File: src/rtl/flt_mul_normalizer.sv
// Normalise / round / saturate stage for the decomposable FP multiplier.
// Two-stage valid/ready pipeline serving one 32b, two 16b or four 8b lanes.
package pe_pkg;
  localparam int PRECISION_CONFIG_L = 2;
  localparam logic [PRECISION_CONFIG_L-1:0] PRECISION_CONFIG_32B = 2'd0;
  localparam logic [PRECISION_CONFIG_L-1:0] PRECISION_CONFIG_16B = 2'd1;
  localparam logic [PRECISION_CONFIG_L-1:0] PRECISION_CONFIG_8B  = 2'd2;
endpackage

module flt_mul_norm_lane #(
  parameter int M = 4,
  parameter int E = 5
) (
  input  logic         clk,
  input  logic         rst_n,
  input  logic         s1_en,
  input  logic         s2_en,
  input  logic         active,
  input  logic [M+1:0] m,
  input  logic [E:0]   e,
  output logic [M-1:0] frac_q,
  output logic [E-1:0] exp_q,
  output logic         zero_q,
  output logic         ovf_q,
  output logic         unf_q
);
  localparam logic signed [E+1:0] EXP_MAX = (E+2)'((2 ** (E-1)) - 1);
  localparam logic signed [E+1:0] EXP_MIN = (E+2)'(-(2 ** (E-1)));

  logic [M:0]            rnd_sum;
  logic [M-1:0]          norm_frac;
  logic signed [E+1:0]   norm_exp;
  logic                  norm_zero;
  logic [M-1:0]          s1_frac;
  logic signed [E+1:0]   s1_exp;
  logic                  s1_zero;
  logic                  s1_active;
  logic [M-1:0]          sat_frac;
  logic [E-1:0]          sat_exp;
  logic                  sat_zero;
  logic                  sat_ovf;
  logic                  sat_unf;

  // Guard-only round to nearest even; a carry out bumps the exponent once more.
  always_comb begin
    rnd_sum   = {1'b0, m[M:1]} + {{M{1'b0}}, m[0] & m[1]};
    norm_frac = m[M-1:0];
    norm_exp  = {e[E], e};
    norm_zero = (m[M+1:M] == 2'b00);
    if (m[M+1]) begin
      norm_frac = rnd_sum[M-1:0];
      norm_exp  = norm_exp + (E+2)'(rnd_sum[M] ? 2 : 1);
    end
  end

  always_ff @(posedge clk) begin
    if (!rst_n) begin
      s1_frac   <= '0;
      s1_exp    <= '0;
      s1_zero   <= 1'b0;
      s1_active <= 1'b0;
    end else if (s1_en) begin
      s1_frac   <= norm_frac;
      s1_exp    <= norm_exp;
      s1_zero   <= norm_zero;
      s1_active <= active;
    end
  end

  always_comb begin
    sat_frac = '0;
    sat_exp  = '0;
    sat_zero = 1'b0;
    sat_ovf  = 1'b0;
    sat_unf  = 1'b0;
    if (s1_active) begin
      if (s1_zero) begin
        sat_zero = 1'b1;
      end else if (s1_exp > EXP_MAX) begin
        sat_exp  = EXP_MAX[E-1:0];
        sat_frac = '1;
        sat_ovf  = 1'b1;
      end else if (s1_exp < EXP_MIN) begin
        sat_zero = 1'b1;
        sat_unf  = 1'b1;
      end else begin
        sat_exp  = s1_exp[E-1:0];
        sat_frac = s1_frac;
      end
    end
  end

  always_ff @(posedge clk) begin
    if (!rst_n) begin
      frac_q <= '0;
      exp_q  <= '0;
      zero_q <= 1'b0;
      ovf_q  <= 1'b0;
      unf_q  <= 1'b0;
    end else if (s2_en) begin
      frac_q <= sat_frac;
      exp_q  <= sat_exp;
      zero_q <= sat_zero;
      ovf_q  <= sat_ovf;
      unf_q  <= sat_unf;
    end
  end
endmodule

module flt_mul_normalizer #(
  parameter int MANT_FULL_L        = 23,
  parameter int MANT_HALF_L        = 10,
  parameter int MANT_QUART_L       = 4,
  parameter int EXP_FULL_L         = 10,
  parameter int EXP_HALF_L         = 7,
  parameter int EXP_QUART_L        = 5,
  parameter int PRECISION_CONFIG_L = 2
) (
  input  logic                                clk,
  input  logic                                rst_n,
  input  logic                                in_valid,
  output logic                                in_ready,
  input  logic [PRECISION_CONFIG_L-1:0]       mode,
  input  logic [EXP_FULL_L:0]                 exp_full_in,
  input  logic [1:0][EXP_HALF_L:0]            exp_half_in,
  input  logic [3:0][EXP_QUART_L:0]           exp_quart_in,
  input  logic [MANT_FULL_L+1:0]              mant_full_in,
  input  logic [1:0][MANT_HALF_L+1:0]         mant_half_in,
  input  logic [3:0][MANT_QUART_L+1:0]        mant_quart_in,
  output logic                                out_valid,
  input  logic                                out_ready,
  output logic [PRECISION_CONFIG_L-1:0]       mode_out,
  output logic [EXP_FULL_L-1:0]               exp_full_out,
  output logic [1:0][EXP_HALF_L-1:0]          exp_half_out,
  output logic [3:0][EXP_QUART_L-1:0]         exp_quart_out,
  output logic [MANT_FULL_L-1:0]              mant_full_out,
  output logic [1:0][MANT_HALF_L-1:0]         mant_half_out,
  output logic [3:0][MANT_QUART_L-1:0]        mant_quart_out,
  output logic [3:0]                          zero_out,
  output logic [3:0]                          ovf_out,
  output logic [3:0]                          unf_out,
  output logic [15:0]                         sat_cnt,
  input  logic                                sat_cnt_clr
);
  logic                          s1_valid;
  logic [PRECISION_CONFIG_L-1:0] s1_mode;
  logic                          s1_advance;
  logic                          s2_advance;
  logic                          act_full;
  logic                          act_half;
  logic                          act_quart;
  logic                          full_zero, full_ovf, full_unf;
  logic [1:0]                    half_zero, half_ovf, half_unf;
  logic [3:0]                    quart_zero, quart_ovf, quart_unf;
  logic [3:0]                    sat_bits;
  logic [2:0]                    sat_pop;
  logic [16:0]                   sat_sum;

  assign s2_advance = !out_valid || out_ready;
  assign s1_advance = !s1_valid || s2_advance;
  assign in_ready   = s1_advance;

  assign act_full  = (mode == pe_pkg::PRECISION_CONFIG_32B);
  assign act_half  = (mode == pe_pkg::PRECISION_CONFIG_16B);
  assign act_quart = (mode == pe_pkg::PRECISION_CONFIG_8B);

  always_ff @(posedge clk) begin
    if (!rst_n) begin
      s1_valid  <= 1'b0;
      s1_mode   <= '0;
      out_valid <= 1'b0;
      mode_out  <= '0;
    end else begin
      if (s1_advance) begin
        s1_valid <= in_valid;
        s1_mode  <= mode;
      end
      if (s2_advance) begin
        out_valid <= s1_valid;
        mode_out  <= s1_mode;
      end
    end
  end

  flt_mul_norm_lane #(.M(MANT_FULL_L), .E(EXP_FULL_L)) u_full (
    .clk(clk), .rst_n(rst_n), .s1_en(s1_advance), .s2_en(s2_advance),
    .active(act_full), .m(mant_full_in), .e(exp_full_in),
    .frac_q(mant_full_out), .exp_q(exp_full_out),
    .zero_q(full_zero), .ovf_q(full_ovf), .unf_q(full_unf)
  );

  for (genvar gi = 0; gi < 2; gi++) begin : g_half
    flt_mul_norm_lane #(.M(MANT_HALF_L), .E(EXP_HALF_L)) u_half (
      .clk(clk), .rst_n(rst_n), .s1_en(s1_advance), .s2_en(s2_advance),
      .active(act_half), .m(mant_half_in[gi]), .e(exp_half_in[gi]),
      .frac_q(mant_half_out[gi]), .exp_q(exp_half_out[gi]),
      .zero_q(half_zero[gi]), .ovf_q(half_ovf[gi]), .unf_q(half_unf[gi])
    );
  end

  for (genvar gi = 0; gi < 4; gi++) begin : g_quart
    flt_mul_norm_lane #(.M(MANT_QUART_L), .E(EXP_QUART_L)) u_quart (
      .clk(clk), .rst_n(rst_n), .s1_en(s1_advance), .s2_en(s2_advance),
      .active(act_quart), .m(mant_quart_in[gi]), .e(exp_quart_in[gi]),
      .frac_q(mant_quart_out[gi]), .exp_q(exp_quart_out[gi]),
      .zero_q(quart_zero[gi]), .ovf_q(quart_ovf[gi]), .unf_q(quart_unf[gi])
    );
  end

  // Inactive lanes are forced to 0, so the per-mode flags can simply be OR-ed.
  assign zero_out = quart_zero | {2'b00, half_zero} | {3'b000, full_zero};
  assign ovf_out  = quart_ovf  | {2'b00, half_ovf}  | {3'b000, full_ovf};
  assign unf_out  = quart_unf  | {2'b00, half_unf}  | {3'b000, full_unf};

  always_comb begin
    sat_bits = ovf_out | unf_out;
    sat_pop  = '0;
    for (int i = 0; i < 4; i++) begin
      sat_pop = sat_pop + {2'b00, sat_bits[i]};
    end
    sat_sum = {1'b0, sat_cnt} + {14'd0, sat_pop};
  end

  always_ff @(posedge clk) begin
    if (!rst_n || sat_cnt_clr) begin
      sat_cnt <= '0;
    end else if (out_valid && out_ready) begin
      sat_cnt <= sat_sum[16] ? 16'hFFFF : sat_sum[15:0];
    end
  end
endmodule

File: config.mk
export PLATFORM = sky130hd
export DESIGN_NAME = flt_mul_normalizer
export DESIGN_NICKNAME = d
export VERILOG_FILES = /design/src/rtl/flt_mul_normalizer.sv
export SDC_FILE = /design/constraint.sdc
export NUM_CORES = 1
export LEC_CHECK = 0
export BUFFER_PORTS_ARGS = -buffer_cell sky130_fd_sc_hd__buf_2
export CAP_MARGIN = 20
export CORE_MARGIN = 2
export CORE_UTILIZATION = 40
export CTS_BUF_LIST = sky130_fd_sc_hd__clkbuf_4
export DETAILED_ROUTE_END_ITERATION = 12
export HOLD_SLACK_MARGIN = 0.02
export MAX_ROUTING_LAYER = met4
export SLEW_MARGIN = 15
export SYNTH_ARGS = -nofsm -noshare
export SYNTH_HDL_FRONTEND = slang
export SYNTH_HIERARCHICAL = 1
export SYNTH_SLANG_ARGS = --single-unit
File: constraint.sdc
create_clock -name clk -period 2.9 [get_ports clk]
set_clock_uncertainty 0.15 [all_clocks]
set_input_delay 0.29 -clock clk [delete_from_list [all_inputs] [get_ports clk]]
set_output_delay 0.29 -clock clk [all_outputs]
set_load 0.02 [all_outputs]
==> results of run 1 <==
repair_timing:
| action | 4_1_cts | 5_1_grt |
|---|---|---|
| hold buffers | 247 | 3 |
| gates cloned | 0 | 1 |
| gates resized for setup | 7 | 34 |
| hold endpoints to repair | 152 | 3 |
| pin swaps | 3 | 12 |
| buffers inserted | 1 | 9 |
| endpoints found under the setup margin | 17 | 32 |
state kept, by name, indices dropped and copies added (netlist names), 18 cells and up:
signal,count
g_half.u_half/s1_frac,20
u_full/s1_frac,23
g_half.u_half/frac_q,20
g_quart.u_quart/exp_q,20
u_full/frac_q,23
g_quart.u_quart/s1_exp,28
g_half.u_half/s1_exp,18
layer usage:
| metal | up-vias | track usage, % |
|---|---|---|
| met1 | 6600 | 29.7 |
| met5 | - | - |
| met3 | 80 | 5.92 |
| met4 | 0 | 9.24 |
| li1 | 6824 | - |
| met2 | 427 | 38.1 |
layout by cell type, fill, tap and decap left out, types with 51 or more instances in the layout:
master / instances
dfxtp_1: 275
nand3_1: 74
a31oi_1: 51
clkbuf_4: 111
a21oi_1: 107
nand2_1: 94
o21ai_0: 113
dlygate4sd3_1: 244
nor2_1: 102
nand2b_1: 99
buf_2: 264
area by class of cell:
cell class,instances,area (sq um)
fillers,3170,15200
multi-input cells,1163,7730
flip-flops and latches,277,5550
repair buffers,556,4180
clock buffers,111,833
well taps,455,569
inverters,40,155
clock inverters,13,52.6
diodes,2,5.00
final timing paths:
path	startpoint	to	slack, ps	cells after the start
worst max-delay path	u_full/ovf_q	sat_cnt[12]	-110	11
worst max register to register	u_full/ovf_q	sat_cnt[12]	-110	11
worst min-delay path	rst_n	u_full/s1_exp[5]	100	4
worst min register to register	g_quart[1].u_quart/zero_q	g_quart[1].u_quart/zero_q	310	2
through the flow:
| step | hold WS (ps) | total power, mW | setup TNS (ps) | instances | utilization, % |
|---|---|---|---|---|---|
| floorplan | 258 | 4.73 | 0 | 1590 | - |
| global route | 66.7 | 9.20 | -4010 | 2616 | 55.6 |
| finish | 96.2 | 8.73 | -1200 | 2617 | 55.6 |
| CTS | 25.4 | 8.80 | -1970 | 2608 | 55.2 |
| detailed placement | 307 | 5.09 | -1240 | 2236 | 45.3 |
| global placement | 301 | 5.07 | -504 | 2236 | 45.3 |
worst max-delay path: stages (launching register included):
cell      delay (ps)
dfxtp_2          320
or3_4            390
nor2_4           130
fa_1             410
fa_2             360
inv_2             70
fa_2             200
nand4_1          180
nor4_2           240
buf_4            170
a21oi_1           70
a211oi_2         230
power breakdown:
part	internal, mW	switching (mW)	total, mW
combinational	0.634	0.636	1.27
clock	1.73	1.66	3.39
sequential	3.97	0.106	4.08
kinds of logic after synthesis:
group	count (synthesis)	synth area share [%]
XOR/XNOR	65	4.11
buffers and inverters	150	5.24
AO/OA/AOI/OAI	457	21.4
flip-flops	277	40.1
AND/OR/NAND/NOR	570	22.9
adder cells (fa/ha/maj)	32	3.43
multiplexers	39	2.82
==> impl_metrics.py, run 1 <==
metrics = {
    "status": {
        "status": "finished, violations left",
        "violations": "setup timing",
    },
    "clock_network": {
        "cts_inserted_buffers": 79,
        "cts-root-buf": "clkbuf_4",
        "max-clock-path-buffers": 3,
        "clock_latency_ps": 740,
        "htree_levels": 3,
        "cts_sinks": 277,
        "path_clk_slew_ps": 60,
        "cts_tree": "done",
    },
    "detailed_routing": {
        "highest_layer": "met4",
        "detail_route.wl_per_cell_microns": 16.7,
        "drt_wl_total_mm": 43.6,
        "route.met3.wl_mm": 2.97,
        "first_pass_iters": 5,
        "ant_nets": 0,
        "drt_iter0_markers": 702,
        "dr_wl_met2_mm": 20.2,
        "avgViaCountPerCell": 5.32,
        "drc": 0,
        "wl_met1_mm": 19.3,
        "via_count": 13900,
    },
    "synthesis": {
        "avgSynthCellArea_sq_um": 8.71,
        "yosys.area.top_type": "dfxtp_1",
        "ys_seq_elements": 277,
        "synthArstFlopShare_pct": 0,
        "ys.flop_type": "dfxtp_1",
        "syn-num-nets": 1753,
        "synth_seq_area_share_pct": 40.1,
        "yosysMostFrequentCell": "dfxtp_1",
        "ys_warn_count": 6,
        "synth_area_sq_mm": 0.0138,
        "synthDistinctLibCells": 81,
        "synth_edf_count": 0,
        "synthTopCellsByArea": "dfxtp_1 (40%), nand2b_1 (4.5%), a21oi_1 (4.2%), o21ai_0 (4.2%), nor2_1 (2.9%)",
        "synth_commonest_cells": "dfxtp_1 (277), a21oi_1 (115), o21ai_0 (115)",
        "synth_top_area_share_pct": 40.1,
        "syn_inst": 1590,
    },
    "floorplan": {
        "fp.dieH_microns": 190,
        "start_util_pct": 40.4,
        "core_sq_mm": 0.0343,
        "num_rows": 68,
        "die-area_sq_mm": 0.0361,
        "io_pins": 266,
        "chipWidth_microns": 190,
    },
    "flow_run": {
        "max-cap-violations": 0,
    },
    "place": {
        "dp_hpwl_mm": 27.3,
        "place_ws_ps": -143,
        "place_area_sq_mm": 0.0155,
        "port_buffers": 265,
        "routabilityCongestion": 0.863,
    },
    "power": {
        "power_leakage_nw": 7.98,
        "ir_worst_vdd_mv": 0.283,
        "pwr_density_cell_mw_per_mm2": 458,
    },
    "timing": {
        "hold_viol": 0,
        "slew_headroom_pct": 32.6,
        "setup_slack_ps": -109,
        "period_needed_ps": 3010,
        "fmax_mhz": 332,
        "fin_crit_sh_pct": 104,
        "tightest_slew_ps": 1010,
        "finalMaxSlewViolations": 0,
        "rsz0062_at_grt": "true",
        "setup_viol": 16,
    },
    "global_route": {
        "groute.usage.overall_pct": 24.1,
        "grt_pass1_vias": 13700,
        "grt_pass1_wl_mm": 68.9,
        "grt_max_degree": 62,
        "grt_antenna_before_repair": 1,
        "grt_overflow_total": 0,
    },
    "hold_path": {
        "hp-class": "input pin to flop",
    },
    "worst_setup_path": {
        "endpoint_kind": "flop",
        "required_ps": 3380,
        "crit_path_max_fanout": 2,
        "cp_data_arrival_time_ps": 3490,
        "startpoint_type": "flop",
        "setup.worst_path.class": "flop to flop",
    },
    "cells_and_area": {
        "nets": 2280,
        "syn2layout_area_growth_pct": 37.8,
        "drive_above_1_share_pct": 24.1,
        "finish.instance_area_sq_mm": 0.0191,
    },
}
Power figures use the tool's default switching activity.
==> inputs of run 2 (changes only) <==
Settings changed: ABC_AREA set to 1.
==> run 2 against run 1 <==
Compared with the run above:
- the flow now finishes without violations
- final area is 1.5% lower
- utilization is 0.28 points higher
- fmax is 4.6% higher
- sequential share of layout area is 0.43 points higher
- critical path type unchanged
- synthesized cell count is 20% higher
==> impl_metrics.py, run 2 <==
metrics = {
    "worst_setup_path": {
        "path_cells": "or3_4 > nor2_4 > fa_1 > fa_2 > inv_2 > fa_2 > inv_2 > nor2_4 > nand2_4 > nor2_8 > nand3_4 > a31oi_1",
        "reg2reg_depth": 12,
        "r2r_setup_slack_ps": 20,
        "timing.rr.start": "u_full/ovf_q",
        "startpoint_type": "flop",
        "crit_path_max_fanout": 8,
        "cp_slowest_cell": "fa_1",
        "endpoint_kind": "flop",
        "setup.worst_path.class": "flop to flop",
        "max_stage_delay_ps": 440,
        "cp_data_arrival_time_ps": 3350,
        "timing.critical_path.max_delay_family": "simple AND/OR/NAND/NOR gates",
        "cp_num_buf_inv": 2,
        "reg2reg_to": "sat_cnt[10]",
        "required_ps": 3370,
    },
    "place": {
        "routabilityCongestion": 0.873,
        "placed_cells": 2566,
        "place_area_sq_mm": 0.0154,
        "port_buffers": 265,
        "dp_hpwl_mm": 28.5,
    },
    "clock_network": {
        "cts_sinks": 277,
        "path_clk_slew_ps": 60,
        "cts_inserted_buffers": 78,
        "cts-root-buf": "clkbuf_4",
        "htree_levels": 3,
        "clock_latency_ps": 690,
        "max-clock-path-buffers": 3,
        "cts_tree": "done",
    },
    "synthesis": {
        "yosys.area.top_type": "dfxtp_1",
        "synth_top_area_share_pct": 40.5,
        "synth_seq_area_share_pct": 40.5,
        "synthDistinctLibCells": 41,
        "synthTopCellsByArea": "dfxtp_1 (41%), nand2_1 (13%), a21oi_1 (9.0%), o21ai_0 (5.8%), inv_1 (4.5%)",
        "avgSynthCellArea_sq_um": 7.16,
        "synth_area_sq_mm": 0.0137,
        "syn_inst": 1912,
        "ys.flop_type": "dfxtp_1",
        "yosysMostFrequentCell": "nand2_1",
        "ys_seq_elements": 277,
        "synth_commonest_cells": "nand2_1 (474), dfxtp_1 (277), a21oi_1 (245)",
        "syn-num-nets": 2075,
        "ys_warn_count": 6,
        "synth_edf_count": 0,
        "synthArstFlopShare_pct": 0,
    },
    "timing": {
        "period_needed_ps": 2880,
        "tightest_slew_ps": 798,
        "rsz0062_at_grt": "true",
        "fmax_mhz": 347,
        "finalMaxSlewViolations": 0,
        "fin_crit_sh_pct": 99.2,
        "hold_viol": 0,
        "setup_viol": 0,
        "slew_headroom_pct": 46.8,
        "hold_slack_ps": 146,
    },
    "detailed_routing": {
        "drt_wl_total_mm": 41.9,
        "avgViaCountPerCell": 4.97,
        "detail_route.wl_per_cell_microns": 14.3,
        "ant_nets": 0,
        "drt_iter0_markers": 679,
        "first_pass_iters": 5,
        "drc": 0,
        "via_count": 14600,
    },
    "cells_and_area": {
        "syn2layout_area_growth_pct": 37.4,
        "fin_util_pct": 55.9,
        "nets": 2592,
        "drive_above_1_share_pct": 21.5,
        "largest_reg_flops": 28,
        "finish.instance_area_sq_mm": 0.0188,
        "reg.largest.list": "g_quart.u_quart/s1_exp (28), u_full/frac_q (23), u_full/s1_frac (23)",
        "fin_cells": 2934,
        "final_common_cell": "nand2_1",
        "largest_register": "g_quart.u_quart/s1_exp",
        "final_cell_mix": "nand2_1 (469), dfxtp_1 (276), buf_2 (264)",
    },
    "power": {
        "power_mw": 8.72,
        "power_leakage_nw": 8.51,
        "pwr_density_cell_mw_per_mm2": 464,
        "ir_worst_vdd_mv": 0.279,
    },
    "floorplan": {
        "num_rows": 67,
        "chipWidth_microns": 189,
        "fp.dieH_microns": 189,
        "core_sq_mm": 0.0336,
        "die-area_sq_mm": 0.0357,
        "start_util_pct": 40.7,
        "io_pins": 266,
    },
    "hold_path": {
        "min_to": "g_half[0].u_half/s1_frac[9]",
        "hp-start": "mant_half_in[2]",
        "min_path_cells": 7,
        "hp-class": "input pin to flop",
    },
    "global_route": {
        "grt_antenna_before_repair": 9,
        "grt_pass1_vias": 14100,
        "grt_pass1_wl_mm": 67.7,
        "groute.usage.overall_pct": 23.6,
        "grt_overflow_total": 0,
        "grt_max_degree": 63,
    },
    "status": {
        "status": "complete, no violations",
    },
    "flow_run": {
        "max-cap-violations": 0,
    },
}
-- run 2: how the worst max path moves through the flow --
stage | start | endpoint | slack (ps) | cells past startpoint
6_report | u_full/ovf_q | sat_cnt[10] | 20 | 12
5_1_grt | u_full/ovf_q | sat_cnt[6] | -110 | 12
4_1_cts | u_full/ovf_q | sat_cnt[15] | 20 | 12
3_5_place_dp | g_half[0].u_half/unf_q | sat_cnt[9] | -170 | 14
3_3_place_gp | g_half[0].u_half/unf_q | sat_cnt[9] | -140 | 14
2_1_floorplan | g_half[0].u_half/unf_q | sat_cnt[12] | 10 | 13
-- run 2: worst reg2reg max path: stages (launching register included) --
cell,delay [ps]
dfxtp_2,320
or3_4,390
nor2_4,170
fa_1,440
fa_2,370
inv_2,70
fa_2,210
inv_2,50
nor2_4,90
nand2_4,90
nor2_8,150
nand3_4,150
a31oi_1,180
-- run 2: area by class of cell --
| class | count | area (sq um) |
|---|---|---|
| Sequential cell | 277 | 5550 |
| Fill cell | 3206 | 14800 |
| Tap cell | 448 | 561 |
| Timing Repair Buffer | 524 | 3870 |
| Antenna cell | 12 | 30.0 |
| Inverter | 178 | 673 |
| Clock inverter | 23 | 148 |
| Multi-Input combinational cell | 1370 | 7200 |
| Clock buffer | 102 | 766 |
-- run 2: layer usage --
metal,GRT usage [%],vias up,part of all wire [%]
li1,-,7404,-
met4,8.17,0,2.3
met5,-,-,0
met1,28.7,6673,44
met3,4.82,74,6.3
met2,38.7,429,47
-- run 2: kinds of logic after synthesis --
kind of cell / synth area share, %
xor+xnor: 2.37
flops: 40.5
compound gates: 20.1
buf+inv: 8.04
fa+ha+maj: 3.48
simple gates: 25.5
-- run 2: repair_timing --
action	4_1_cts	5_1_grt
setup endpoints to repair	16	38
endpoints found under the hold margin	153	0
pin swaps	11	16
setup buffers	1	6
resized for setup	11	40
hold buffers	226	0
cloned	0	0
-- run 2: where the power goes --
part	leakage, nW	internal (mW)	switching, mW
Clock	0.551	1.80	1.61
Combinational	5.69	0.561	0.674
Sequential	2.27	3.97	0.102
Total	8.51	6.34	2.39
-- run 2: metrics by stage --
step                worst slack, ps  TNS [ps]
global route                   -113      -749
global placement               -137     -1430
finish                         22.2         0
floorplan                      11.2         0
detailed placement             -165     -2050
CTS                            18.9         0
